**src/rtl/pc_fetch_ctrl_pkg.sv**
```systemverilog
// Shared CPU definitions: fetch FSM states, ALU control codes and the default reset PC.
package cpu_pkg;

  typedef enum logic [2:0] {
    StIdle    = 3'd0,
    StReq     = 3'd1,
    StWaitRsp = 3'd2,
    StHold    = 3'd3,
    StErr     = 3'd4
  } fetch_state_e;

  localparam logic [10:0] BRANCH      = 11'd31;
  localparam logic [10:0] BRANCH_LINK = 11'd32;

  localparam logic [31:0] DEFAULT_RESET_PC = 32'd0;

  // A retiring instruction writes R14 only when its control code is the link code.
  function automatic logic is_link(input logic [10:0] code, input logic [10:0] bl_code);
    return code == bl_code;
  endfunction

endpackage

```
**src/rtl/pc_fetch_ctrl_if.sv**
```systemverilog
// Fetch-controller signal bundle: imem handshake, decode handshake, next-PC and R14 write.
interface pc_fetch_ctrl_if;
  logic        halt;
  logic        imem_req_valid;
  logic [31:0] imem_req_addr;
  logic        imem_req_ready;
  logic        imem_rsp_valid;
  logic [31:0] imem_rsp_data;
  logic        instr_valid;
  logic [31:0] instr;
  logic        instr_ready;
  logic [31:0] program_counter;
  logic [31:0] program_counter_next;
  logic [10:0] alu_ctl_code;
  logic [31:0] next_r14;
  logic        r14_we;
  logic [31:0] r14_wdata;
  logic [31:0] retired_count;
  logic        fetch_err;

  modport master (
    input  halt, imem_req_ready, imem_rsp_valid, imem_rsp_data, instr_ready,
           program_counter_next, alu_ctl_code, next_r14,
    output imem_req_valid, imem_req_addr, instr_valid, instr, program_counter,
           r14_we, r14_wdata, retired_count, fetch_err
  );

  modport slave (
    output halt, imem_req_ready, imem_rsp_valid, imem_rsp_data, instr_ready,
           program_counter_next, alu_ctl_code, next_r14,
    input  imem_req_valid, imem_req_addr, instr_valid, instr, program_counter,
           r14_we, r14_wdata, retired_count, fetch_err
  );
endinterface

```
**src/rtl/pc_fetch_ctrl_timeout_ctr.sv**
```systemverilog
// Fetch response watchdog: counts response-less wait cycles and flags the last one.
module fetch_timeout_ctr #(
  parameter int unsigned TimeoutCycles = 16
) (
  input  logic clk_i,
  input  logic rst_ni,
  input  logic clear_i,
  input  logic tick_i,
  output logic expire_o
);

  localparam int unsigned CntW = $clog2(TimeoutCycles + 1);
  localparam logic [CntW-1:0] LastCnt = CntW'(TimeoutCycles - 1);

  logic [CntW-1:0] cnt_d, cnt_q;

  always_comb begin
    cnt_d = cnt_q;
    if (clear_i) begin
      cnt_d = '0;
    end else if (tick_i) begin
      cnt_d = cnt_q + 1'b1;
    end
  end

  always_ff @(posedge clk_i or negedge rst_ni) begin
    if (!rst_ni) begin
      cnt_q <= '0;
    end else begin
      cnt_q <= cnt_d;
    end
  end

  // Fires on the cycle whose increment would reach TimeoutCycles.
  assign expire_o = tick_i && (cnt_q == LastCnt);

endmodule

```
**src/rtl/pc_fetch_ctrl.sv**
```systemverilog
// Program counter owner and single-outstanding instruction fetch controller.
// Optional fetch watchdog enabled by defining FETCH_TIMEOUT_EN.
module pc_fetch_ctrl
  import cpu_pkg::*;
#(
  parameter logic [31:0] RESET_PC       = DEFAULT_RESET_PC,
  parameter logic [10:0] BL_CODE        = BRANCH_LINK,
  parameter int unsigned TIMEOUT_CYCLES = 16
) (
  input logic            clk,
  input logic            reset_n,
  pc_fetch_ctrl_if.master bus
);

  fetch_state_e state_q;
  logic         req_valid_q;
  logic         instr_valid_q;
  logic [31:0]  instr_q;
  logic [31:0]  pc_q;
  logic         r14_we_q;
  logic [31:0]  r14_wdata_q;
  logic [31:0]  retired_q;
  logic         fetch_err_q;
  logic         timeout_expire;

  logic req_fire;
  logic wait_idle;
  assign req_fire  = (state_q == StReq) && bus.imem_req_ready;
  assign wait_idle = (state_q == StWaitRsp) && !bus.imem_rsp_valid;

`ifdef FETCH_TIMEOUT_EN
  fetch_timeout_ctr #(
    .TimeoutCycles(TIMEOUT_CYCLES)
  ) u_timeout (
    .clk_i   (clk),
    .rst_ni  (reset_n),
    .clear_i (req_fire),
    .tick_i  (wait_idle),
    .expire_o(timeout_expire)
  );
`else
  logic unused_timeout;
  assign unused_timeout = ^{TIMEOUT_CYCLES, wait_idle};
  assign timeout_expire = 1'b0;
`endif

  always_ff @(posedge clk or negedge reset_n) begin
    if (!reset_n) begin
      state_q       <= StIdle;
      req_valid_q   <= 1'b0;
      instr_valid_q <= 1'b0;
      instr_q       <= 32'd0;
      pc_q          <= RESET_PC;
      r14_we_q      <= 1'b0;
      r14_wdata_q   <= 32'd0;
      retired_q     <= 32'd0;
      fetch_err_q   <= 1'b0;
    end else begin
      r14_we_q <= 1'b0;
      unique case (state_q)
        StIdle: begin
          if (!bus.halt) begin
            state_q     <= StReq;
            req_valid_q <= 1'b1;
          end
        end
        StReq: begin
          if (req_fire) begin
            state_q     <= StWaitRsp;
            req_valid_q <= 1'b0;
          end
        end
        StWaitRsp: begin
          // A response in the expiry cycle still wins over the timeout.
          if (bus.imem_rsp_valid) begin
            instr_q       <= bus.imem_rsp_data;
            instr_valid_q <= 1'b1;
            state_q       <= StHold;
          end else if (timeout_expire) begin
            fetch_err_q <= 1'b1;
            state_q     <= StErr;
          end
        end
        StHold: begin
          if (bus.instr_ready) begin
            pc_q          <= bus.program_counter_next;
            retired_q     <= retired_q + 32'd1;
            instr_valid_q <= 1'b0;
            if (is_link(bus.alu_ctl_code, BL_CODE)) begin
              r14_we_q    <= 1'b1;
              r14_wdata_q <= bus.next_r14;
            end
            if (!bus.halt) begin
              state_q     <= StReq;
              req_valid_q <= 1'b1;
            end else begin
              state_q <= StIdle;
            end
          end
        end
        StErr: begin
          req_valid_q   <= 1'b0;
          instr_valid_q <= 1'b0;
        end
        default: begin
          state_q       <= StIdle;
          req_valid_q   <= 1'b0;
          instr_valid_q <= 1'b0;
        end
      endcase
    end
  end

  assign bus.imem_req_valid  = req_valid_q;
  assign bus.imem_req_addr   = pc_q;
  assign bus.instr_valid     = instr_valid_q;
  assign bus.instr           = instr_q;
  assign bus.program_counter = pc_q;
  assign bus.r14_we          = r14_we_q;
  assign bus.r14_wdata       = r14_wdata_q;
  assign bus.retired_count   = retired_q;
  assign bus.fetch_err       = fetch_err_q;

endmodule

```
**src/flat_wrapper.sv**
```systemverilog
// flat-port wrapper written by rule: the top's interface ports become plain ports
module pc_fetch_ctrl_flat import cpu_pkg::*;
#(
  parameter logic [31:0] RESET_PC       = DEFAULT_RESET_PC,
  parameter logic [10:0] BL_CODE        = BRANCH_LINK,
  parameter int unsigned TIMEOUT_CYCLES = 16
)
  (clk, reset_n, bus_halt, bus_imem_req_ready, bus_imem_rsp_valid, bus_imem_rsp_data, bus_instr_ready, bus_program_counter_next, bus_alu_ctl_code, bus_next_r14, bus_imem_req_valid, bus_imem_req_addr, bus_instr_valid, bus_instr, bus_program_counter, bus_r14_we, bus_r14_wdata, bus_retired_count, bus_fetch_err);
  pc_fetch_ctrl_if bus_i ();
  input logic clk;
  input logic reset_n;
  input wire logic [$bits(bus_i.halt)-1:0] bus_halt;
  input wire logic [$bits(bus_i.imem_req_ready)-1:0] bus_imem_req_ready;
  input wire logic [$bits(bus_i.imem_rsp_valid)-1:0] bus_imem_rsp_valid;
  input wire logic [$bits(bus_i.imem_rsp_data)-1:0] bus_imem_rsp_data;
  input wire logic [$bits(bus_i.instr_ready)-1:0] bus_instr_ready;
  input wire logic [$bits(bus_i.program_counter_next)-1:0] bus_program_counter_next;
  input wire logic [$bits(bus_i.alu_ctl_code)-1:0] bus_alu_ctl_code;
  input wire logic [$bits(bus_i.next_r14)-1:0] bus_next_r14;
  output wire logic [$bits(bus_i.imem_req_valid)-1:0] bus_imem_req_valid;
  output wire logic [$bits(bus_i.imem_req_addr)-1:0] bus_imem_req_addr;
  output wire logic [$bits(bus_i.instr_valid)-1:0] bus_instr_valid;
  output wire logic [$bits(bus_i.instr)-1:0] bus_instr;
  output wire logic [$bits(bus_i.program_counter)-1:0] bus_program_counter;
  output wire logic [$bits(bus_i.r14_we)-1:0] bus_r14_we;
  output wire logic [$bits(bus_i.r14_wdata)-1:0] bus_r14_wdata;
  output wire logic [$bits(bus_i.retired_count)-1:0] bus_retired_count;
  output wire logic [$bits(bus_i.fetch_err)-1:0] bus_fetch_err;
  assign bus_i.halt = bus_halt;
  assign bus_i.imem_req_ready = bus_imem_req_ready;
  assign bus_i.imem_rsp_valid = bus_imem_rsp_valid;
  assign bus_i.imem_rsp_data = bus_imem_rsp_data;
  assign bus_i.instr_ready = bus_instr_ready;
  assign bus_i.program_counter_next = bus_program_counter_next;
  assign bus_i.alu_ctl_code = bus_alu_ctl_code;
  assign bus_i.next_r14 = bus_next_r14;
  assign bus_imem_req_valid = bus_i.imem_req_valid;
  assign bus_imem_req_addr = bus_i.imem_req_addr;
  assign bus_instr_valid = bus_i.instr_valid;
  assign bus_instr = bus_i.instr;
  assign bus_program_counter = bus_i.program_counter;
  assign bus_r14_we = bus_i.r14_we;
  assign bus_r14_wdata = bus_i.r14_wdata;
  assign bus_retired_count = bus_i.retired_count;
  assign bus_fetch_err = bus_i.fetch_err;
  pc_fetch_ctrl #(.RESET_PC(RESET_PC), .BL_CODE(BL_CODE), .TIMEOUT_CYCLES(TIMEOUT_CYCLES)) u_core (.clk(clk), .reset_n(reset_n), .bus(bus_i));
endmodule
```
**config.mk**
```make
export PLATFORM = sky130hd
export DESIGN_NAME = pc_fetch_ctrl_flat
export DESIGN_NICKNAME = d
export VERILOG_FILES = /design/src/rtl/pc_fetch_ctrl_pkg.sv /design/src/rtl/pc_fetch_ctrl_if.sv /design/src/rtl/pc_fetch_ctrl_timeout_ctr.sv /design/src/rtl/pc_fetch_ctrl.sv /design/src/flat_wrapper.sv
export SDC_FILE = /design/constraint.sdc
export NUM_CORES = 1
export LEC_CHECK = 0
export ABC_CLOCK_PERIOD_IN_PS = 2110
export CAP_MARGIN = 20
export CORE_ASPECT_RATIO = 1.4
export CORE_MARGIN = 10
export CORE_UTILIZATION = 35
export DETAILED_ROUTE_END_ITERATION = 6
export HOLD_SLACK_MARGIN = 0.1
export MAX_ROUTING_LAYER = met4
export PLACE_DENSITY = 0.74
export SKIP_LAST_GASP = 1
export SLEW_MARGIN = 20
export SYNTH_ARGS = -nofsm -noshare
export SYNTH_HDL_FRONTEND = slang
export SYNTH_SLANG_ARGS = --single-unit
```
**constraint.sdc**
```tcl
create_clock -name clk -period 2.11 [get_ports clk]
set_input_delay 0.422 -clock clk [delete_from_list [all_inputs] [get_ports clk]]
set_output_delay 0.422 -clock clk [all_outputs]
set_load 0.01 [all_outputs]
```
# After elaboration in Yosys (flattened, before gate mapping)
# Index checks and enable logic that the tools add are counted.
[word_totals]
input_bits = 113
register_bits = 134
romBits = 0
output_inout_bits = 164
latch_bits = 0
mem_count = 0
ramBits = 0
[classes]
div = 0
n_reduce_logical = 9
addsub = 1
n_bitwise = 3
eq_ne = 9
mux = 16
mul = 0
shift = 0
n_lt_le_gt_ge = 0
[op_table]
columns = ["cell", "count"]
rows = [
  ["32-bit by 1-bit adder with 32-bit output (second input constant)", 1],
  ["3-bit one-hot mux with 5 select lines", 1],
  ["3-bit two-way mux", 4],
  ["11-bit by 6-bit == test with 1-bit output (second input constant)", 1],
  ["1-bit two-way mux", 9],
  ["3-bit AND reduction", 3],
  ["3-bit by 2-bit == test with 1-bit output (second input constant)", 2],
  ["2-bit inequality test (second input constant)", 3],
  ["5-bit AND reduction", 1],
  ["1-bit one-hot mux with 4 select lines", 1],
  ["2-bit AND reduction", 2],
  ["3-bit by 1-bit == test with 1-bit output (second input constant)", 1],
  ["3-bit == test (second input constant)", 1],
  ["3-bit logical NOT", 1],
  ["1-bit inverter", 3],
  ["1-bit one-hot mux with 3 select lines", 1],
  ["2-bit by 1-bit inequality test with 1-bit output (second input constant)", 1],
  ["2-bit OR reduction", 1],
  ["1-bit logical AND", 1],
]

# Logic depth before layout (Yosys ltp)
[depth]
ltp_word = 4
ltp_mapped = 7
depth_no_buf = 6

# Worst setup path before layout
# No wires, ideal clock.
[synth_path]
kind = "register to register"
start = "register u_core.state_q[0]"
end = "register u_core.retired_q[24] (netlist: u_core.bus.retired_count[24])"
setup_time_ns = 0.079
required_ns = 2.031
slack_ns = 0.122
stages_incl_launch_ff = 8
t_arrival_ns = 1.908
path_cell_list = "dfrtp_1 -> ha_1 -> buf_2 -> nand4_4 -> or4_1 -> buf_2 -> nor4_1 -> xor2_1"
[synth_via]
elab_chain_len = 2
[synth_rtl]
columns = ["item", "line_no", "rtl"]
rows = [
  ["from (decl)", "pc_fetch_ctrl.sv:15", "fetch_state_e state_q;"],
  ["from (signal assigned)", "pc_fetch_ctrl.sv:49", "state_q <= StIdle;"],
  ["from (signal assigned)", "pc_fetch_ctrl.sv:63", "state_q <= StReq;"],
  ["from (signal assigned)", "pc_fetch_ctrl.sv:69", "state_q <= StWaitRsp;"],
  ["3-bit by 2-bit == test with 1-bit output", "pc_fetch_ctrl.sv:60", "unique case (state_q)"],
  ["2-bit AND reduction (no source line)", "n/a", ""],
  ["to (signal assigned)", "pc_fetch_ctrl.sv:87", "retired_q <= retired_q + 32'd1;"],
  ["to (decl)", "pc_fetch_ctrl.sv:22", "logic [31:0] retired_q;"],
]
# Every way passes these cells.
# A chain may end at the register's enable or synchronous reset.

# Worst setup path in the final report
[layout_path]
start = "input bus_instr_ready"
end = "register u_core.retired_q[21] (netlist: u_core.bus.retired_count[21])"
[layout_via]
elab_chain_len = 1
[layout_rtl]
columns = ["item", "line_no", "rtl"]
rows = [
  ["from (decl)", "flat_wrapper.sv:16", "input wire logic [$bits(bus_i.instr_ready)-1:0] bus_instr_ready;"],
  ["2-bit AND reduction (no source line)", "n/a", ""],
]
# Every way passes these cells.

==> results.md <==
- Synthesis Warnings: 0
- Type of the worst min-delay path: reg -> reg
- Maximum fanout encountered on the critical timing path: 8
- Total clock sinks: 133
- Pin count of the biggest net entering global routing: 40
- Overall die height: 170 um
- Total power per unit cell area: 1220 nW/um^2
- Yosys cell types: 29
- Post-Syn Area: 5590 um^2
- Maximum vdd drop: 0.000967 V
- Endpoints failing setup: 0
- Weighted congestion reported at the end of routability-driven placement: 0.798
- Most used flip-flop cell after synthesis: dfrtp_1
- Clock Pin Slew Worst Setup and Hold Paths: 0.05 ns
- Cell Int Power: 0.00788 W
- Depth of the most critical reg-to-reg path: 5
- GRT Residual Overflow: 0
- Worst hold path depth: 1
- Capturing element type of the critical path: register
- Post-synthesis sequential area ratio: 0.595
- Syn avg cell area: 13.7 um^2
- Outcome: complete, no violations
- Site row count: 54
- Reg2reg end: u_core.bus.retired_count[21]
- Minimum clock period: 2.02 ns
- Mapped Nets: 528
- Net switching fraction of the power: 0.288
- Sum of negative setup slack: 0 ns
- RSZ-0062 raised after global routing: false
- Detailed-route wire length: 17,200 um
- Hold path startpoint: u_core.bus.retired_count[31]
- DR pass1 iterations: 4
- TritonCTS clock tree: built
- Average wire per standard cell: 19.4 um
- Number of global-route vias before repair: 4,757
- Insertion delay of the later-clocked pin in the worst-skew pair: 0.41 ns
- Share of synthesized flip-flops with an asynchronous set or reset: 1.00
- Wire length of the first global-routing pass: 26,400 um
- Hold Path End: u_core.bus.retired_count[31]
- Number of buffers on the longest clock path: 2
- CP Launch Type: primary input
- Deepest level of the CTS H-tree: 4
- Initial antenna violation count: 0
- Number of hold violations in the final report: 0
- Max Slew Vio Count: 0
- Iter 0 DRT Violations: 142
- Slowest stage cell, crit path: or4_1
- Die width: 127 um
- TritonCTS buffer count: 17
- Post-CTS setup repair buffer count: 0
- Max cap viols: 0
- Clock share of power: 0.264
- Number of cells produced by synthesis: 409
- Worst EP required: 2.43 ns
- Cell area after placement: 8480 um^2
- Antenna cells: 0
- Reg-to-reg startpoint: u_core.state_q[0]
- Total leakage power: 4.03 nW
- Max stage delay on crit path: 0.60 ns
- Placeable Area: 15,700 um^2
- Clock Tree Root: clkbuf_16
- Sw Pwr: 0.00319 W
- Final instance area: 9100 um^2
- GRT Overall Usage: 0.160
- Commonest non-fill, non-tap cells in the layout: clkdlybuf4s50_1 (274), dfrtp_1 (133), mux2_2 (100)
- Fill count: 1,295
- Overall die area: 21,500 um^2
- Critical path type: in -> reg
- EDFF count, synth: 0
- Share of power burned in registers: 0.342
- Arrival time at the worst endpoint: 2.34 ns
- Final #Nets: 795
- Growth of design area from synthesis to finish: 62.6%
- Starting density of the core: 0.357
- Top-Level Pins: 277
- Maximum clock rate: 495 MHz
- Final period utilization: 0.957
- Post-DR vias/cell: 4.72
- Clock skew: 0.00827 ns
- Post-route DRC violation count: 0
- Share of layout cells above drive strength 1: 0.224
- Register-to-register setup slack: 0.13 ns
- Remaining number of nets flagged by the antenna check after routing: 0
- Seq cells post-synth: 133
- Comb pwr share: 0.394
- Sum of net half-perimeters after detailed placement: 13,800 um
- Most frequent standard cell in the layout excluding fill and tap cells: clkdlybuf4s50_1
- Number of port buffers: 275
- Total number of vias: 4,169
- Cells along the critical path: clkdlybuf4s50_1, buf_4, nand4_1, or4_1, nor4_1, xor2_1
[timing repair]
action	in CTS	in global routing
endpoints found under the setup margin	0	6
hold endpoints to repair	36	0
hold buffers	1	0
resized for setup	0	3
[critical path, delay by kind of cell]
| kind | cells | cell delay [ns] |
|---|---|---|
| buffers and inverters | 2 | 0.72 |
| AND/OR/NAND/NOR | 3 | 0.99 |
| XOR/XNOR | 1 | 0.20 |
[per-stage QoR]
step / hold WS, ns / power, W / worst slack, ns / util / instances
5_1_grt: 0.508 / 0.0117 / 0.0244 / 0.580 / 883
6_report: 0.483 / 0.0111 / 0.0898 / 0.580 / 883
2_1_floorplan: 0.126 / 0.00583 / 0.122 / - / 409
4_1_cts: 0.485 / 0.0113 / 0.0319 / 0.579 / 883
3_3_place_gp: 0.348 / 0.00815 / -0.241 / 0.541 / 852
3_5_place_dp: 0.352 / 0.00828 / -0.325 / 0.541 / 852
[synth_stat cells (2+ instances only)]
master | instances | area, um^2
a21oi_1 | 4 | 20.0
and3_1 | 2 | 12.5
and4_1 | 3 | 26.3
buf_1 | 5 | 18.8
buf_2 | 2 | 10.0
buf_4 | 33 | 248
clkbuf_1 | 6 | 22.5
dfrtp_1 | 133 | 3330
ha_1 | 6 | 75.1
inv_1 | 11 | 41.3
mux2_2 | 100 | 1130
nand2_1 | 14 | 52.6
nand3_1 | 11 | 55.1
nand4_1 | 5 | 31.3
nor2_1 | 8 | 30.0
nor2b_1 | 2 | 12.5
nor3_1 | 11 | 55.1
nor4_1 | 12 | 75.1
or4_1 | 2 | 15.0
xnor2_1 | 11 | 96.3
xor2_1 | 20 | 175
[registers in the layout, summed over array words and instances, names as in the netlist]
signal                     cells
u_core.bus.imem_req_addr      32
u_core.bus.r14_we              1
u_core.bus.retired_count      32
u_core.bus.instr_valid         1
u_core.state_q                 2
u_core.bus.imem_req_valid      1
u_core.bus.instr              32
u_core.bus.r14_wdata          32
[final cells by class]
cell class	instances	area (um^2)	share of cell area
clock buffers	20	457	0.0502
clock inverters	10	131	0.0144
repair buffers	294	2950	0.324
well taps	196	245	0.0270
flip-flops and latches	133	3330	0.366
multi-input cells	219	1940	0.214
inverters	11	41.3	0.00454
[worst max-delay path by stage]
stage                      startpoint                            to  cells after the start
floorplan           u_core.state_q[0]  u_core.bus.retired_count[24]                      7
global placement      bus_instr_ready  u_core.bus.retired_count[18]                      6
detailed placement    bus_instr_ready  u_core.bus.retired_count[21]                      6
CTS                 u_core.state_q[0]  u_core.bus.retired_count[30]                      5
global route        u_core.state_q[0]  u_core.bus.retired_count[28]                      5
finish                bus_instr_ready  u_core.bus.retired_count[21]                      6
[routing by layer]
layer / GRT usage / share of wire / vias up
met5: - / 0 / -
met3: 0.0625 / 0.074 / 24
met4: 0.0561 / 0.021 / 0
li1: - / - / 1920
met1: 0.161 / 0.37 / 2048
met2: 0.278 / 0.54 / 177
[kinds of logic (layout without fill, tap and decap cells)]
logic type                 Yosys count  after routing  synth area share
AOI/OAI and AO/OA                    5              5           0.00492
xor gates and xnor gates            31             31            0.0485
adders and majority gates            6              6            0.0134
buffers and inverters               57            335            0.0608
DFF                                133            133             0.595
muxes                              100            100             0.201
other                                1              1          0.000670
and+or+nand+nor                     76             76            0.0754
[power by group through the flow]
stage                     clock (W)  sequential (W)  combinational, W
final                       0.00293         0.00379           0.00436
after global placement            0         0.00378           0.00437
after CTS                   0.00301         0.00381           0.00446
after detailed placement          0         0.00384           0.00444
after floorplan                   0         0.00409           0.00175
after global routing        0.00313         0.00389           0.00464
No activity file was read; power rests on OpenSTA's default activity.
